--- config.mk ---
export PLATFORM = sky130hd
export DESIGN_NAME = uart_echo_flat
export DESIGN_NICKNAME = d
export VERILOG_FILES = /design/src/rtl/uart_pkg.sv /design/src/rtl/uart_echo_if.sv /design/src/rtl/clock_divider.sv /design/src/rtl/uart_rx.sv /design/src/rtl/uart_tx.sv /design/src/rtl/uart_echo.sv /design/src/flat_wrapper.sv
export SDC_FILE = /design/constraint.sdc
export NUM_CORES = 1
export LEC_CHECK = 0
export ABC_CLOCK_PERIOD_IN_PS = 5000
export BUFFER_PORTS_ARGS = -buffer_cell sky130_fd_sc_hd__buf_2
export CAP_MARGIN = 20
export CORE_ASPECT_RATIO = 1.2
export CORE_MARGIN = 4
export CORE_UTILIZATION = 35
export CTS_CLUSTER_SIZE = 12
export DETAILED_ROUTE_END_ITERATION = 6
export PLACE_DENSITY = 0.53
export SLEW_MARGIN = 10
export SYNTH_ARGS = -nofsm -noshare
export SYNTH_HDL_FRONTEND = slang
export SYNTH_HIERARCHICAL = 1
export SYNTH_SLANG_ARGS = --single-unit
--- constraint.sdc ---
create_clock -name clk -period 5 [get_ports clk]
set_clock_uncertainty 0.1 [all_clocks]
set_input_delay 0.25 -clock clk [delete_from_list [all_inputs] [get_ports clk]]
set_output_delay 0.25 -clock clk [all_outputs]
set_load 0.01 [all_outputs]
--- src/rtl/uart_pkg.sv ---
// Shared UART types and constants: FSM state encodings, data width and baud divider helper.
package uart_pkg;

  localparam int unsigned DATA_W = 8;
  localparam int unsigned BIT_W  = $clog2(DATA_W);

  typedef enum logic [1:0] {
    RX_IDLE,
    RX_START,
    RX_DATA,
    RX_STOP
  } rx_state_e;

  typedef enum logic [2:0] {
    TX_IDLE,
    TX_WAIT,
    TX_START,
    TX_DATA,
    TX_STOP
  } tx_state_e;

  // Half-bit divider; a degenerate ratio still yields a tick every clock.
  function automatic int unsigned calc_div(input int unsigned clk_hz, input int unsigned baud);
    int unsigned d;
    d = clk_hz / (2 * baud);
    return (d == 0) ? 1 : d;
  endfunction

endpackage

--- src/rtl/uart_echo_if.sv ---
// Serial line and receive/transmit status bundle of the echo block.
interface uart_echo_if;
  import uart_pkg::*;

  logic              rx;
  logic              tx;
  logic [DATA_W-1:0] rx_data;
  logic              rx_valid;
  logic              rx_frame_err;
  logic              tx_busy;

  modport master (
    output rx,
    input  tx, rx_data, rx_valid, rx_frame_err, tx_busy
  );

  modport slave (
    input  rx,
    output tx, rx_data, rx_valid, rx_frame_err, tx_busy
  );
endinterface

--- src/rtl/clock_divider.sv ---
// Free-running half-bit tick generator: one-clock pulse every DIV clocks.
module clock_divider #(
  parameter int unsigned DIV = 1406
) (
  input  logic clk,
  input  logic rst,
  output logic clk_en_c
);
  localparam int unsigned CNT_W = (DIV > 1) ? $clog2(DIV) : 1;

  logic [CNT_W-1:0] cnt_q, cnt_d;

  always_comb begin
    clk_en_c = (cnt_q == CNT_W'(DIV - 1));
    cnt_d    = clk_en_c ? '0 : cnt_q + 1'b1;
  end

  always_ff @(posedge clk or posedge rst) begin
    if (rst) cnt_q <= '0;
    else     cnt_q <= cnt_d;
  end
endmodule

--- src/rtl/uart_rx.sv ---
// 8N1 receiver running on half-bit ticks; samples each bit every second tick.
module uart_rx
  import uart_pkg::*;
(
  input  logic              clk,
  input  logic              rst,
  input  logic              clk_en,
  input  logic              rx,
  output logic [DATA_W-1:0] rx_data,
  output logic              rx_valid,
  output logic              rx_frame_err
);
  logic              sync1_q, sync2_q;
  rx_state_e         state_q, state_d;
  logic              phase_q, phase_d;
  logic [BIT_W-1:0]  bit_cnt_q, bit_cnt_d;
  logic [DATA_W-1:0] shift_q, shift_d;
  logic [DATA_W-1:0] data_q, data_d;
  logic              valid_q, valid_d;
  logic              err_q, err_d;

  always_ff @(posedge clk or posedge rst) begin
    if (rst) begin
      sync1_q <= 1'b1;
      sync2_q <= 1'b1;
    end else begin
      sync1_q <= rx;
      sync2_q <= sync1_q;
    end
  end

  // phase_q marks the tick that lands mid-cell, where the line is sampled.
  always_comb begin
    state_d   = state_q;
    phase_d   = phase_q;
    bit_cnt_d = bit_cnt_q;
    shift_d   = shift_q;
    data_d    = data_q;
    valid_d   = 1'b0;
    err_d     = 1'b0;
    if (clk_en) begin
      case (state_q)
        RX_IDLE: if (!sync2_q) state_d = RX_START;
        RX_START: begin
          if (!sync2_q) begin
            state_d   = RX_DATA;
            phase_d   = 1'b0;
            bit_cnt_d = '0;
          end else begin
            state_d = RX_IDLE;
          end
        end
        RX_DATA: begin
          phase_d = ~phase_q;
          if (phase_q) begin
            shift_d   = {sync2_q, shift_q[DATA_W-1:1]};
            bit_cnt_d = bit_cnt_q + 1'b1;
            if (bit_cnt_q == BIT_W'(DATA_W - 1)) state_d = RX_STOP;
          end
        end
        RX_STOP: begin
          phase_d = ~phase_q;
          if (phase_q) begin
            state_d = RX_IDLE;
            if (sync2_q) begin
              data_d  = shift_q;
              valid_d = 1'b1;
            end else begin
              err_d = 1'b1;
            end
          end
        end
        default: state_d = RX_IDLE;
      endcase
    end
  end

  always_ff @(posedge clk or posedge rst) begin
    if (rst) begin
      state_q   <= RX_IDLE;
      phase_q   <= 1'b0;
      bit_cnt_q <= '0;
      shift_q   <= '0;
      data_q    <= '0;
      valid_q   <= 1'b0;
      err_q     <= 1'b0;
    end else begin
      state_q   <= state_d;
      phase_q   <= phase_d;
      bit_cnt_q <= bit_cnt_d;
      shift_q   <= shift_d;
      data_q    <= data_d;
      valid_q   <= valid_d;
      err_q     <= err_d;
    end
  end

  assign rx_data      = data_q;
  assign rx_valid     = valid_q;
  assign rx_frame_err = err_q;
endmodule

--- src/rtl/uart_tx.sv ---
// 8N1 transmitter; each bit cell spans two half-bit ticks.
module uart_tx
  import uart_pkg::*;
(
  input  logic              clk,
  input  logic              rst,
  input  logic              clk_en,
  input  logic              tx_start,
  input  logic [DATA_W-1:0] tx_data,
  output logic              tx,
  output logic              tx_busy
);
  tx_state_e         state_q, state_d;
  logic              phase_q, phase_d;
  logic [BIT_W-1:0]  bit_cnt_q, bit_cnt_d;
  logic [DATA_W-1:0] shift_q, shift_d;
  logic              tx_q, tx_d;
  logic              busy_q, busy_d;

  // Line changes only on the second tick of a cell; WAIT aligns the frame to the tick grid.
  always_comb begin
    state_d   = state_q;
    phase_d   = phase_q;
    bit_cnt_d = bit_cnt_q;
    shift_d   = shift_q;
    tx_d      = tx_q;
    busy_d    = busy_q;
    case (state_q)
      TX_IDLE: begin
        if (tx_start) begin
          shift_d = tx_data;
          busy_d  = 1'b1;
          state_d = TX_WAIT;
        end
      end
      TX_WAIT: begin
        if (clk_en) begin
          state_d = TX_START;
          tx_d    = 1'b0;
          phase_d = 1'b0;
        end
      end
      TX_START: begin
        if (clk_en) begin
          phase_d = ~phase_q;
          if (phase_q) begin
            state_d   = TX_DATA;
            tx_d      = shift_q[0];
            bit_cnt_d = '0;
          end
        end
      end
      TX_DATA: begin
        if (clk_en) begin
          phase_d = ~phase_q;
          if (phase_q) begin
            if (bit_cnt_q == BIT_W'(DATA_W - 1)) begin
              state_d = TX_STOP;
              tx_d    = 1'b1;
            end else begin
              shift_d   = {1'b0, shift_q[DATA_W-1:1]};
              tx_d      = shift_q[1];
              bit_cnt_d = bit_cnt_q + 1'b1;
            end
          end
        end
      end
      TX_STOP: begin
        if (clk_en) begin
          phase_d = ~phase_q;
          if (phase_q) begin
            state_d = TX_IDLE;
            busy_d  = 1'b0;
          end
        end
      end
      default: begin
        state_d = TX_IDLE;
        tx_d    = 1'b1;
        busy_d  = 1'b0;
      end
    endcase
  end

  always_ff @(posedge clk or posedge rst) begin
    if (rst) begin
      state_q   <= TX_IDLE;
      phase_q   <= 1'b0;
      bit_cnt_q <= '0;
      shift_q   <= '0;
      tx_q      <= 1'b1;
      busy_q    <= 1'b0;
    end else begin
      state_q   <= state_d;
      phase_q   <= phase_d;
      bit_cnt_q <= bit_cnt_d;
      shift_q   <= shift_d;
      tx_q      <= tx_d;
      busy_q    <= busy_d;
    end
  end

  assign tx      = tx_q;
  assign tx_busy = busy_q;
endmodule

--- src/rtl/uart_echo.sv ---
// UART loopback: every correctly received byte is retransmitted; last byte wins while one is pending.
module uart_echo
  import uart_pkg::*;
#(
  parameter int unsigned INPUT_CLOCK = 27000000,
  parameter int unsigned BAUD_RATE   = 9600
) (
  input  logic        clk,
  input  logic        rst,
  uart_echo_if.slave  bus
);
  localparam int unsigned DIV = calc_div(INPUT_CLOCK, BAUD_RATE);

  logic              clk_en;
  logic [DATA_W-1:0] rx_data;
  logic              rx_valid;
  logic              rx_frame_err;
  logic              tx;
  logic              tx_busy;
  logic              tx_start_c;
  logic              pending_q, pending_d;
  logic [DATA_W-1:0] hold_q, hold_d;

  clock_divider #(.DIV(DIV)) u_div (
    .clk      (clk),
    .rst      (rst),
    .clk_en_c (clk_en)
  );

  uart_rx u_rx (
    .clk          (clk),
    .rst          (rst),
    .clk_en       (clk_en),
    .rx           (bus.rx),
    .rx_data      (rx_data),
    .rx_valid     (rx_valid),
    .rx_frame_err (rx_frame_err)
  );

  uart_tx u_tx (
    .clk      (clk),
    .rst      (rst),
    .clk_en   (clk_en),
    .tx_start (tx_start_c),
    .tx_data  (hold_q),
    .tx       (tx),
    .tx_busy  (tx_busy)
  );

  // A byte arriving in the same cycle as the launch stays pending for the next frame.
  always_comb begin
    tx_start_c = pending_q && !tx_busy;
    pending_d  = pending_q;
    hold_d     = hold_q;
    if (tx_start_c) pending_d = 1'b0;
    if (rx_valid) begin
      pending_d = 1'b1;
      hold_d    = rx_data;
    end
  end

  always_ff @(posedge clk or posedge rst) begin
    if (rst) begin
      pending_q <= 1'b0;
      hold_q    <= '0;
    end else begin
      pending_q <= pending_d;
      hold_q    <= hold_d;
    end
  end

  assign bus.tx           = tx;
  assign bus.tx_busy      = tx_busy;
  assign bus.rx_data      = rx_data;
  assign bus.rx_valid     = rx_valid;
  assign bus.rx_frame_err = rx_frame_err;
endmodule

--- src/flat_wrapper.sv ---
// flat-port wrapper written by rule: the top's interface ports become plain ports
module uart_echo_flat import uart_pkg::*;
#(
  parameter int unsigned INPUT_CLOCK = 27000000,
  parameter int unsigned BAUD_RATE   = 9600
)
  (clk, rst, bus_rx, bus_tx, bus_rx_data, bus_rx_valid, bus_rx_frame_err, bus_tx_busy);
  uart_echo_if bus_i ();
  input  logic clk;
  input  logic rst;
  input wire logic [$bits(bus_i.rx)-1:0] bus_rx;
  output wire logic [$bits(bus_i.tx)-1:0] bus_tx;
  output wire logic [$bits(bus_i.rx_data)-1:0] bus_rx_data;
  output wire logic [$bits(bus_i.rx_valid)-1:0] bus_rx_valid;
  output wire logic [$bits(bus_i.rx_frame_err)-1:0] bus_rx_frame_err;
  output wire logic [$bits(bus_i.tx_busy)-1:0] bus_tx_busy;
  assign bus_i.rx = bus_rx;
  assign bus_tx = bus_i.tx;
  assign bus_rx_data = bus_i.rx_data;
  assign bus_rx_valid = bus_i.rx_valid;
  assign bus_rx_frame_err = bus_i.rx_frame_err;
  assign bus_tx_busy = bus_i.tx_busy;
  uart_echo #(.INPUT_CLOCK(INPUT_CLOCK), .BAUD_RATE(BAUD_RATE)) u_core (.clk(clk), .rst(rst), .bus(bus_i));
endmodule
# After elaboration in Yosys (flattened, before gate mapping)
# Index checks and enable logic that the tools add are counted.
dict set report totals {
  ff_bits 63
  out_inout_bits 12
  word_cells 130
}
dict set report classes {
  addsub 3
  eq_ne 26
  mux 54
  bitwise 4
  reduce_logical 25
}
# operator count
set ops {}
lappend ops {{2-to-1 mux 3 bit} 14}
lappend ops {{2-to-1 mux 8 bit} 4}
lappend ops {{2-to-1 mux 1 bit} 21}
lappend ops {{!= test 2 bit, second input constant} 10}
lappend ops {{one-hot mux 8 bit (2 select lines)} 1}
lappend ops {{one-hot mux 3 bit (5 select lines)} 1}
lappend ops {{!= test 2 x 1 -> 1 bit, second input constant} 6}
lappend ops {{one-hot mux 3 bit (2 select lines)} 2}
lappend ops {{AND reduction 4 bit} 3}
lappend ops {{AND reduction 6 bit} 2}
lappend ops {{nonzero test 2 bit} 6}
lappend ops {{adder 11 x 1 -> 11 bit, second input constant} 1}
lappend ops {{== test 11 bit, second input constant} 1}
lappend ops {{2-to-1 mux 11 bit} 1}
lappend ops {{2-to-1 mux 2 bit} 5}
lappend ops {{AND reduction 5 bit} 2}
lappend ops {{== test 3 bit, second input constant} 3}
lappend ops {{AND reduction 3 bit} 3}
lappend ops {{AND reduction 9 bit} 1}
lappend ops {{one-hot mux 2 bit (4 select lines)} 1}
lappend ops {{adder 3 x 1 -> 3 bit, second input constant} 2}
lappend ops {{== test 3 x 2 -> 1 bit, second input constant} 2}
lappend ops {{OR reduction 3 bit} 2}
lappend ops {{== test 2 bit, second input constant} 2}
lappend ops {{other kinds (11)} 16}

# Depth between registers and ports, before layout
# Gate-level depths: netlist (run 1).
dict set report logic_depth {
  ltp_word 5
  depth_mapped 11
  ltp_nobuf 9
}

# Cells and area by module
# Netlist (run 1), hierarchy kept.
# module n_inst cells_per_inst area_per_inst_um2 seq_area_each_um2
set modules_own_cells {}
lappend modules_own_cells {uart_rx 1 75 1064.8 653.1}
lappend modules_own_cells {uart_tx 1 94 944.7 426.7}
lappend modules_own_cells {clock_divider 1 53 566.8 275.3}
lappend modules_own_cells {uart_echo 1 21 375.4 225.2}

# Worst setup path after synthesis (run 1)
# No wires, ideal clock.
dict set report synth_path {
  path_type {register to register}
  startpoint {reg u_core.u_div.cnt_q[1]}
  endpoint {reg u_core.u_rx.bit_cnt_q[1]}
  setup_time_ns 0.125
  t_arrival_ns 2.047
  required_ns 4.775
  setup_slack_ns 2.728
  path_stages_with_launch 11
  n_path_buf 2
  cell_sequence {dfrtp_1 -> inv_1 -> ha_1 -> nand4_1 -> nor3_2 -> and2_1 -> buf_6 -> buf_2 -> inv_1 -> o41a_1 -> mux2_4}
}
dict set report synth_between {
  elab_chain_cells 2
}
# element line
set synth_rtl {}
lappend synth_rtl {{start: declaration} clock_divider.sv:11} ;# logic [CNT_W-1:0] cnt_q, cnt_d;
lappend synth_rtl {{start signal: assignment} clock_divider.sv:20} ;# else cnt_q <= cnt_d;
lappend synth_rtl {{== test 11 bit} clock_divider.sv:14} ;# clk_en_c = (cnt_q == CNT_W'(DIV - 1));
lappend synth_rtl {{via u_core.clk_en} uart_echo.sv:14} ;# logic clk_en;
lappend synth_rtl {{AND reduction 4 bit (no source line)} n/a}
lappend synth_rtl {{end signal: assignment} uart_rx.sv:90} ;# bit_cnt_q <= bit_cnt_d;
lappend synth_rtl {{end: declaration} uart_rx.sv:16} ;# logic [BIT_W-1:0] bit_cnt_q, bit_cnt_d;
# The timed path passes the listed nets, and every way through them passes these cells.
# A chain may end at the register's enable or synchronous reset.

# Worst setup path in the final report (run 1)
# Ends and elaborated chain as after synthesis.

==> impl_metrics.py, run 1 <==
metrics = {
    "status": {
        "status": "finished, final reports clean",
    },
    "drt": {
        "drc": 0,
        "routed_wl_um": 5330,
        "dr.pass1.iters": 4,
        "dr_total_vias": 1844,
        "viasPerCell": 4.87,
        "wire_per_inst_um": 14.1,
        "initialDrtViolationCount": 83,
        "drtAntennaViolNets": 0,
    },
    "global_route": {
        "overflow": 0,
        "grtUsageMet2_pct": 18.2,
        "grt_pass1_vias": 1893,
        "antenna_found_initial": 0,
        "use_met1_pct": 15.4,
        "grt_max_degree": 29,
        "grt_usage_pct": 11.8,
        "met3_usage_pct": 2.44,
        "top_usage_layer": "met2",
        "grt_pass1_wl_um": 9230,
    },
    "clock_network": {
        "cts_tree": "built",
        "cts_buffer_depth": 2,
        "clock_sinks": 63,
        "h-tree-depth": 3,
        "clk_pin_slew_ns": 0.07,
        "cts_buffers": 9,
        "post-cts-setup-buffer-count": 0,
        "cts-root-buf": "clkbuf_8",
        "clk-insertion-delay-late_ns": 0.33,
    },
    "power": {
        "p_sw_mw": 0.213,
        "clkPwrFrac_pct": 47.6,
        "combPwrFrac_pct": 1.5,
        "pwr-share-seq_pct": 50.9,
        "power.leakage_nw": 1.63,
        "power.total_mw": 1.01,
        "ir_worst_vdd_v": 0.000145,
        "power_density_nw_per_um2": 300,
        "cellInternalPower_mw": 0.792,
        "p_sw_share_pct": 21.2,
    },
    "critical_path": {
        "critical_path.max_fanout": 28,
        "critPathKind": "register to register",
        "slowest_delay_ns": 0.51,
        "critPathRequiredTime_ns": 5.12,
        "start_kind": "register",
        "crit_chain": "inv_1 -> ha_1 -> nand4_1 -> nor3_2 -> and2_1 -> buf_4 -> nand4b_1 -> o41a_1 -> mux2_4",
        "reg2reg_slack_ns": 2.18,
        "worst_path_max_delay_cell": "nand4b_1",
        "critPathTopFamily": "simple AND/OR/NAND/NOR gates",
        "cp_num_buf_inv": 2,
        "arrival_ns": 2.94,
        "cp-end-kind": "register",
    },
    "synth": {
        "synth.most_common_cell": "dfrtp_1",
        "ys_async_sr_fraction_pct": 100,
        "ys_top_cells_by_count": "dfrtp_1, mux2_2, o21ai_0",
        "synthDistinctLibCells": 56,
        "syn_inst": 243,
        "yosysSeqAreaShare_pct": 53.5,
        "synth.top_cell.area_share_pct": 50.9,
        "yosys_warnings": 6,
        "yosys-top-cells-area": "dfrtp_1, mux2_2, mux2_4, ha_1, dfstp_2",
        "synth-edff-count": 0,
        "avgSynthCellArea_um2": 12.1,
        "synth_top_flop_cell": "dfrtp_1",
        "synth_area_um2": 2950,
        "synth-seq-cells": 63,
        "synth_nets": 253,
        "yosys.area.top_type": "dfrtp_1",
    },
    "cells_and_area": {
        "fin_util_pct": 41.1,
        "diodes": 0,
        "layout-drive-gt1-share_pct": 28.3,
        "regArea_um2": 1580,
        "fill_cells": 791,
        "area_delta_synth_final_pct": 13.6,
        "multiInputGateArea_um2": 1240,
        "fin_nets": 270,
    },
    "floorplan": {
        "die_h_um": 109,
        "ios": 15,
        "fp.dieW_um": 91.8,
        "die-area_um2": 9970,
        "start_util_pct": 36.2,
        "core_um2": 8150,
        "rows": 36,
    },
    "timing": {
        "hold_violations": 0,
        "slew_headroom_pct": 54.0,
        "rsz0062_at_grt": "false",
        "setup_violations": 0,
        "drv_slew": 0,
        "tightest_slew_ns": 0.688,
        "setup_tns_ns": 0,
        "post-route-period-util_pct": 56.4,
        "fmax_mhz": 354,
        "post-route-min-period_ns": 2.82,
        "setup_slack_ns": 2.18,
    },
    "place": {
        "place_congestion": 0.737,
        "hpwl_um": 3510,
        "dpl_worst_slack_ns": 2.17,
        "numPortBuffers": 14,
    },
    "worst_hold_path": {
        "hold_path_class": "register to register",
    },
    "run": {
        "cap_viol_max_count": 0,
    },
}
power groups by stage:
stage,logic (mW),registers (mW),clock network [mW]
final,0.0152,0.512,0.478
after global placement,0.0124,0.522,0
after floorplan,0.00787,0.521,0
after global routing,0.0181,0.511,0.518
after detailed placement,0.0125,0.521,0
after CTS,0.0137,0.512,0.494
area by class of cell:
type                    instances  area share [%]
multi-input cells             155            37.1
repair buffers                 18            3.73
clock buffers                   9            3.69
flip-flops and latches         63            47.1
inverters                      13            1.46
well taps                     114            4.25
clock inverters                 7            2.61
final timing paths:
path	cells past startpoint	from	to
hold reg to reg	0	u_core/u_rx/sync1_q	u_core/u_rx/sync2_q
setup reg to reg	9	u_core/u_div/cnt_q[1]	u_core/u_rx/bit_cnt_q[1]
setup / recovery	9	u_core/u_div/cnt_q[1]	u_core/u_rx/bit_cnt_q[1]
min in group asynchronous	3	rst	async pin
max in group asynchronous	3	rst	u_core/u_tx/shift_q[4]
hold / removal	0	u_core/u_rx/sync1_q	u_core/u_rx/sync2_q
repair_timing:
item | in CTS | in global routing
hold endpoints to repair | 37 | 0
hold buffers | 2 | 0
resized for setup | 0 | 0
flip-flops by register name, summed over array words and instances (netlist names), named ones only:
signal	count
u_core/u_tx/phase_q	1
u_core/u_rx/rx_data	8
u_core/u_tx/tx	1
u_core/u_rx/sync2_q	1
u_core/u_div/cnt_q	11
u_core/u_rx/rx_frame_err	1
u_core/u_tx/state_q	3
u_core/hold_q	8
u_core/u_tx/tx_busy	1
u_core/u_rx/bit_cnt_q	3
u_core/u_tx/bit_cnt_q	3
u_core/u_rx/sync1_q	1
u_core/u_rx/state_q	1
u_core/u_rx/rx_valid	1
u_core/u_rx/phase_q	1
u_core/u_rx/shift_q	8
u_core/u_tx/shift_q	8
u_core/pending_q	1
per-layer routing:
layer  vias to the layer above  share of wire, %
met2                        23                46
met1                       910                49
met4                         0               2.4
met3                         8               2.4
li1                        903                 -
met5                         -                 0
placed cells by master, fill, tap and decap left out, drive strengths merged, types with 3 or more instances in the layout:
cell / count
a21o: 3
o21ai: 16
dfrtp: 60
inv: 13
and3: 6
a2bb2oi: 7
a31oi: 4
clkinv: 4
nand4b: 4
nand2: 11
buf: 16
clkbuf: 9
nor3: 3
nor2b: 5
nand3b: 7
nor2: 11
ha: 7
mux2: 26
dfstp: 3
a21oi: 7
a22o: 4
nand3: 5
and2: 3
logic make-up (layout without fill, tap and decap cells):
| group | after synthesis | after routing | synth area share, % |
|---|---|---|---|
| fa+ha+maj | 7 | 7 | 2.97 |
| mux | 27 | 27 | 11.7 |
| simple gates | 64 | 64 | 13.4 |
| buf+inv | 25 | 47 | 4.28 |
| flops | 63 | 63 | 53.5 |
| xor+xnor | 4 | 4 | 1.19 |
| compound gates | 53 | 53 | 13.0 |
stage by stage:
stage | instances | area [um2] | hold WS [ns]
after floorplan | 243 | 2950 | -0.0221
after global placement | 360 | 3090 | 0.188
after detailed placement | 360 | 3090 | 0.184
after CTS | 378 | 3330 | 0.258
after global routing | 379 | 3350 | 0.261
final | 379 | 3350 | 0.257
(Power assumes the default switching activity.)
==> run 2, diff against run 1 <==
--- a/config.mk
+++ b/config.mk
@@ -5,7 +5,7 @@
 export SDC_FILE = /design/constraint.sdc
 export NUM_CORES = 1
 export LEC_CHECK = 0
-export ABC_CLOCK_PERIOD_IN_PS = 5000
+export ABC_CLOCK_PERIOD_IN_PS = 2900
 export BUFFER_PORTS_ARGS = -buffer_cell sky130_fd_sc_hd__buf_2
 export CAP_MARGIN = 20
 export CORE_ASPECT_RATIO = 1.2
==> constraint.sdc (replaced) <==
create_clock -name clk -period 2.9 [get_ports clk]
set_clock_uncertainty 0.1 [all_clocks]
set_input_delay 0.145 -clock clk [delete_from_list [all_inputs] [get_ports clk]]
set_output_delay 0.145 -clock clk [all_outputs]
set_load 0.01 [all_outputs]
==> impl_metrics.py, run 2 (synthesis gave the netlist of run 1 again) <==
metrics = {
    "timing": {
        "fmax_mhz": 419,
        "post-route-min-period_ns": 2.39,
        "tightest_slew_ns": 0.664,
        "setup_tns_ns": 0,
        "rsz0062_at_grt": "false",
        "slew_headroom_pct": 55.7,
        "drv_slew": 0,
        "hold_violations": 0,
        "post-route-period-util_pct": 82.3,
        "setup_violations": 0,
        "setup_slack_ns": 0.514,
    },
    "critical_path": {
        "crit_top_cell": "inv_1",
        "critical_path.max_fanout": 15,
        "worst_path_max_delay_cell": "dfrtp_1",
        "crit_chain": "inv_1 -> ha_1 -> nand4_1 -> nor3_2 -> and2_1 -> buf_4 -> inv_1 -> o41a_1 -> mux2_4",
        "arrival_ns": 2.51,
        "slowest_delay_ns": 0.39,
        "start_kind": "register",
        "worst-path-stages": 9,
        "r2r.worst_path.cells": 9,
        "critPathRequiredTime_ns": 3.02,
        "critPathTopFamily": "simple AND/OR/NAND/NOR gates",
        "cp-end-kind": "register",
        "cp_num_buf_inv": 3,
        "critPathKind": "register to register",
    },
    "clock_network": {
        "post_cts_resized": 0,
        "clk-insertion-delay-late_ns": 0.34,
        "cts_buffers": 9,
        "cts_tree": "built",
        "clock_sinks": 63,
        "cts_buffer_depth": 2,
        "clk_pin_slew_ns": 0.08,
        "post-cts-setup-buffer-count": 0,
        "cts-root-buf": "clkbuf_8",
        "h-tree-depth": 3,
    },
    "global_route": {
        "met3_usage_pct": 3.27,
        "grtUsageMet2_pct": 17.9,
        "grt_max_degree": 27,
        "grt_usage_pct": 11.6,
        "top_usage_layer": "met2",
        "grt_pass1_wl_um": 9110,
        "use_met1_pct": 15.3,
        "antenna_found_initial": 0,
        "overflow": 0,
        "grt_pass1_vias": 1883,
    },
    "drt": {
        "wire_per_inst_um": 13.5,
        "initialDrtViolationCount": 70,
        "routed_wl_um": 5140,
        "drc": 0,
        "viasPerCell": 4.83,
        "dr.pass1.iters": 4,
        "dr_total_vias": 1842,
        "drtAntennaViolNets": 0,
    },
    "power": {
        "power_density_nw_per_um2": 519,
        "ir_worst_vdd_v": 0.000329,
        "power.leakage_nw": 1.64,
    },
    "cells_and_area": {
        "diodes": 0,
        "fin_nets": 272,
        "layout-drive-gt1-share_pct": 28.8,
        "fin_util_pct": 41.4,
        "layout.cells.non_filler": 381,
        "largest_register_ff_count": 11,
        "area_delta_synth_final_pct": 14.5,
        "regMostFlops": "u_core/u_div/cnt_q",
        "layout.cells.most_common": "dfrtp_1",
        "final_cell_mix": "dfrtp_1, o21ai_0, mux2_2",
    },
    "floorplan": {
        "die-area_um2": 9970,
        "die_h_um": 109,
        "rows": 36,
        "ios": 15,
        "start_util_pct": 36.2,
        "core_um2": 8150,
        "fp.dieW_um": 91.8,
    },
    "place": {
        "hpwl_um": 3540,
        "dp.cells": 362,
        "dpl_worst_slack_ns": 0.513,
        "numPortBuffers": 14,
        "place_congestion": 0.724,
    },
    "status": {
        "status": "finished, final reports clean",
    },
    "worst_hold_path": {
        "hold_path_class": "primary input to async pin",
    },
    "run": {
        "cap_viol_max_count": 0,
    },
}
run 2: through the flow:
step | power [mW] | hold slack [ns] | instance area (um2)
global route | 1.83 | 0.271 | 3380
global placement | 0.920 | 0.0758 | 3110
finish | 1.75 | 0.257 | 3380
detailed placement | 0.920 | 0.0753 | 3110
CTS | 1.78 | 0.256 | 3350
floorplan | 0.912 | -0.127 | 2950
run 2: cell type report:
type	count	area (um2)
flip-flops and latches	63	1580
inverters	13	48.8
fillers	771	4770
clock buffers	9	124
repair buffers	20	140
clock inverters	7	97.6
multi-input cells	155	1240
well taps	114	143
run 2: tightest hold or removal path, stage by stage:
cell and delay [ns]:
dlygate4sd3_1 0.53, buf_2 0.15, inv_1 0.28
run 2: worst paths after layout:
path,from,end,slack (ns)
min in group clk,u_core/u_rx/sync1_q,u_core/u_rx/sync2_q,0.26
min,rst,u_core/hold_q[3],0.26
max in group asynchronous,rst,u_core/u_tx/shift_q[5],1.88
max reg2reg,u_core/u_div/cnt_q[1],u_core/u_rx/bit_cnt_q[2],0.51
max,u_core/u_div/cnt_q[1],u_core/u_rx/bit_cnt_q[2],0.51
min reg2reg,u_core/u_rx/sync1_q,u_core/u_rx/sync2_q,0.26
run 2: power by group:
part	internal, mW	switching [mW]
Clock	0.485	0.360
Sequential	0.881	0.00126
Combinational	0.00694	0.0194
run 2: routing by layer:
metal / wire, um / vias up / part of all wire, %
li1: - / 914 / -
met1: 2470 / 899 / 48
met2: 2410 / 25 / 47
met3: 181 / 4 / 3.5
met4: 76 / 0 / 1.5
met5: 0 / - / 0
run 2: what timing repair did:
item | 4_1_cts | 5_1_grt
endpoints found under the setup margin | 0 | 0
hold buffers | 2 | 0
hold endpoints to repair | 37 | 0
